## src/rtl/imem_load_ctrl.sv

```systemverilog
// Instruction memory shared between a sequential program loader and the CPU fetch port.
// The sequencer stalls the CPU until an image is loaded, then serves registered fetches.
module imem_load_ctrl #(
    parameter int DEPTH = 128,
    parameter int AW    = 7,
    parameter int DW    = 32
) (
    input  logic          clk,
    input  logic          rst_n,
    input  logic          ld_start,
    input  logic          ld_valid,
    input  logic [DW-1:0] ld_data,
    input  logic          ld_last,
    output logic          ld_ready,
    output logic [7:0]    ld_count,
    input  logic          if_req,
    input  logic [31:0]   if_addr,
    output logic [DW-1:0] if_instr,
    output logic          if_valid,
    output logic          cpu_stall,
    output logic          running,
    output logic          addr_err
);

    typedef enum logic [1:0] {
        IDLE = 2'b00,
        LOAD = 2'b01,
        RUN  = 2'b10
    } state_t;

    state_t state;
    state_t state_nxt;

    logic [AW-1:0] ptr;
    logic [DW-1:0] mem [DEPTH];

    logic          accept;
    logic          fetch;
    logic          in_range;
    logic          ptr_end;
    logic [AW-1:0] idx;

    assign ld_ready  = (state == LOAD);
    assign running   = (state == RUN);
    assign cpu_stall = (state != RUN);

    // ld_start wins over any same-cycle loader word or fetch
    assign accept   = ld_ready & ld_valid & ~ld_start;
    assign fetch    = running & if_req & ~ld_start;
    assign idx      = if_addr[AW+1:2];
    assign in_range = (if_addr[31:AW+2] == '0) && (if_addr[1:0] == 2'b00);
    assign ptr_end  = (ptr == AW'(DEPTH - 1));

    always_comb begin
        state_nxt = state;
        case (state)
            IDLE: state_nxt = IDLE;
            LOAD: begin
                if (accept && (ld_last || ptr_end)) begin
                    state_nxt = RUN;
                end
            end
            RUN:     state_nxt = RUN;
            default: state_nxt = IDLE;
        endcase
        if (ld_start) begin
            state_nxt = LOAD;
        end
    end

    always_ff @(posedge clk or negedge rst_n) begin
        if (!rst_n) begin
            state <= IDLE;
        end else begin
            state <= state_nxt;
        end
    end

    always_ff @(posedge clk or negedge rst_n) begin
        if (!rst_n) begin
            ptr      <= '0;
            ld_count <= '0;
        end else if (ld_start) begin
            ptr      <= '0;
            ld_count <= '0;
        end else if (accept) begin
            if (!ptr_end) begin
                ptr <= ptr + 1'b1;
            end
            if (ld_count != 8'(DEPTH)) begin
                ld_count <= ld_count + 8'd1;
            end
        end
    end

    // Storage has no reset so an abandoned image keeps its written words
    always_ff @(posedge clk) begin
        if (accept) begin
            mem[ptr] <= ld_data;
        end
    end

    always_ff @(posedge clk or negedge rst_n) begin
        if (!rst_n) begin
            if_instr <= '0;
            if_valid <= 1'b0;
        end else begin
            if_valid <= fetch;
            if (fetch) begin
                if_instr <= in_range ? mem[idx] : '0;
            end
        end
    end

    always_ff @(posedge clk or negedge rst_n) begin
        if (!rst_n) begin
            addr_err <= 1'b0;
        end else if (ld_start) begin
            addr_err <= 1'b0;
        end else if (fetch && !in_range) begin
            addr_err <= 1'b1;
        end
    end

endmodule

```

## config.mk

```make
export PLATFORM = sky130hd
export DESIGN_NAME = imem_load_ctrl
export DESIGN_NICKNAME = d
export VERILOG_FILES = /design/src/rtl/imem_load_ctrl.sv
export SDC_FILE = /design/constraint.sdc
export NUM_CORES = 2
export LEC_CHECK = 0
export CAP_MARGIN = 20
export CORE_ASPECT_RATIO = 0.7
export CORE_MARGIN = 4
export CORE_UTILIZATION = 42
export CTS_BUF_LIST = sky130_fd_sc_hd__clkbuf_4
export DETAILED_ROUTE_END_ITERATION = 8
export PLACE_DENSITY = 0.61
export SYNTH_ARGS = -nofsm -noshare
export SYNTH_HDL_FRONTEND = slang
export SYNTH_SLANG_ARGS = --single-unit
```

## constraint.sdc

```tcl
create_clock -name clk -period 7.17 [get_ports clk]
set_clock_uncertainty 0.2 [all_clocks]
set_input_delay 1.434 -clock clk [delete_from_list [all_inputs] [get_ports clk]]
set_output_delay 1.434 -clock clk [all_outputs]
set_load 0.02 [all_outputs]
```

==> reports/results.tsv <==
metric	value	unit
CP cell instances	inv_1, ha_1, clkdlybuf4s50_1	
Critical Path RT	5.54	ns
vias	84365	
Initial Utilization	42.2	%
xor and xnor area share after synthesis	0.0608	%
I/O pins	115	
Final setup viols	0	
Clk pin slew, worst setup/hold paths	0.07	ns
placeable core area	0.375	mm2
internal cell power	0.0363	W
initial antenna violation count	42	
total power	0.0473	W
Post-Syn Area per Cell	21.9	um2
CTS H-tree depth	6	
Synth area leader	edfxtp_1	
post-synthesis mux area share	14.9	%
Initial DRC Count	14058	
Port-buffer cells	114	
critical path fanouts, max	4	
vias in the first global route	79952	
largest family of logic cells by synthesized area	multiplexers	
flops & latches, synth	4147	
DP Wirelength	282000	um
combinational share of power	5.7	%
final count of hold timing violations	0	
Synth async-reset ratio	1.23	%
Worst path max stage delay	0.65	ns
crit path DAT	2.82	ns
largest net degree at the start of global routing	120	
Core Rows	188	
count leader, synth	edfxtp_1	
post-synthesis cell type count	46	
Flop pwr share	56.3	%
worst slew pin tran	1.23	ns
CP Launch Type	register	
clock network power share	38.1	%
CTS max path bufs	4	
Mapped Cells	7231	
remaining global-route overflow	0	
Final ANT Viol Nets	0	
Switch Pwr	0.0110	W
worst hold slack	0.165	ns
First-pass DRT Iterations	6	
Power per Cell Area	263	mW/mm2
die area	0.387	mm2
Post-synth EDFFs	4096	
RSZ-0062 raised after global routing	false	
Top FF cell, synth	edfxtp_1	
drt total wl	467000	um
minimum clock period	4.46	ns
compound-gate portion of the synthesized area	4.08	%
cell family with most CP delay	buffers and inverters	
dominant cells by area after synthesis	edfxtp_1 (78%), mux4_2 (12%), mux2i_1 (3.0%)	
share of cells above drive strength 1	31.2	%
Syn Std Cell Area	0.158	mm2
buffer and inverter count on the worst path	2	
Post-Synth Simple-Gate Area	1.16	%
via density per instance	6.09	
max cap viols	0	
GRT Overall Usage	23.6	%
Clk Latency, worst-skew pair	1.50	ns
CP Capture Type	primary output	
CTS tree	built	
synth cell count leaders	edfxtp_1 (4096), mux4_2 (832), mux2i_1 (482), a22oi_1 (256), clkbuf_1 (251)	
post-CTS setup buffers	0	
TritonCTS Buffers	904	
root buffer cell	clkbuf_4	
Setup CP Type	reg2out	
Resize count post-CTS	0	
switch share	23.3	%
DR WL/cell	33.7	um
syn nets	7306	
min-delay worst type	in2reg	
Post-Synth Adder-Cell Area	0.0395	%
Layout Utilization	48.0	%
CP max stage cell	clkdlybuf4s50_1	
max frequency	0.224	GHz
worst slack, placed	1.57	ns
Slew headroom	17.8	%
setup ws final	2.71	ns
Syn-to-layout area delta	13.6	%
Filler cells	30670	
sequential area share after synthesis	78.5	%
post-synth top area share	77.6	%
clock sink total	4147	
Final #Nets	8199	
outcome	completed	
Lkg Pwr	57.1	nW
Synth warnings	0	
DIE HEIGHT	522	um
first-pass GRT wire length	640000	um
Final Slew Violations	0	
TNS Setup	0	ns
drc violations	0	
peak supply drop	156	uV
Final Cycle Share	62.2	%
gpl congestion	0.903	
Die W	742	um
[per-stage QoR]
step / std cells / area [um2]
after floorplan: 7231 / 158000
after global placement: 12151 / 167000
after detailed placement: 12214 / 168000
after CTS: 13798 / 179000
after global routing: 13837 / 180000
final: 13855 / 180000
[what timing repair did]
| item | 4_1_cts | 5_1_grt |
|---|---|---|
| endpoints found under the setup margin | 0 | 0 |
| hold buffers | 2 | 0 |
| endpoints found under the hold margin | 60 | 0 |
[path summary, 6_finish.rpt]
kind	from	endpoint	slack, ns	cells past startpoint
worst max-delay path	state[1]	ld_ready	2.71	3
worst min-delay path	ld_data[21]	mem[99][21]	0.16	1
worst max register to register	state[1]	mem[12][30]	2.96	7
worst min register to register	addr_err	addr_err	0.32	1
max in group asynchronous	rst_n	if_instr[27]	5.51	3
min in group asynchronous	rst_n	if_instr[29]	0.52	3
[sequential cells by signal, summed over array words and instances, names as in the netlist]
register and cells:
ptr 7, mem 4096, if_instr 32, ld_count 8, if_valid 1, state 2
addr_err 1
[layout by cell type, fill, tap and decap left out, drive strengths merged, types with 64 or more instances in the layout]
cell,instances
o21ai,67
a22oi,256
mux2i,482
o221ai,160
buf,346
clkdlybuf4s50,75
a21oi,162
clkbuf,1377
a22o,64
clkinv,173
mux4,832
edfxtp,4096
nor2,184
nand3,109
o22ai,96
[cell families after synthesis]
group / Yosys count
AOI/OAI and AO/OA: 905
xor gates and xnor gates: 11
adders and majority gates: 5
buffers and inverters: 448
DFF: 4147
muxes: 1314
and+or+nand+nor: 401
[cell type report]
class | instances | area, um2 | area share [%]
Clock inverter | 207 | 1000 | 0.558
Multi-Input combinational cell | 2636 | 33100 | 18.4
Inverter | 10 | 45.0 | 0.0250
Clock buffer | 1375 | 10300 | 5.74
Tap cell | 5035 | 6300 | 3.50
Sequential cell | 4147 | 124000 | 69.1
Antenna cell | 20 | 50.0 | 0.0278
Timing Repair Buffer | 425 | 4870 | 2.71
[routing by layer]
layer,GRT usage (%),vias up,share of wire (%)
met1,36.6,44509,42
met5,0.490,-,0.087
met2,30.2,5875,40
met4,6.70,22,2.7
met3,9.76,655,16
li1,-,33304,-
[power by group through the flow]
stage / Sequential (W) / Clock, W / Combinational [W]
after detailed placement: 0.0272 / 0 / 0.00260
after CTS: 0.0266 / 0.0183 / 0.00260
after global routing: 0.0266 / 0.0196 / 0.00276
after floorplan: 0.0272 / 0 / 0.00121
final: 0.0266 / 0.0180 / 0.00268
after global placement: 0.0272 / 0 / 0.00255
Note: power is estimated with default switching activity, not from simulation.
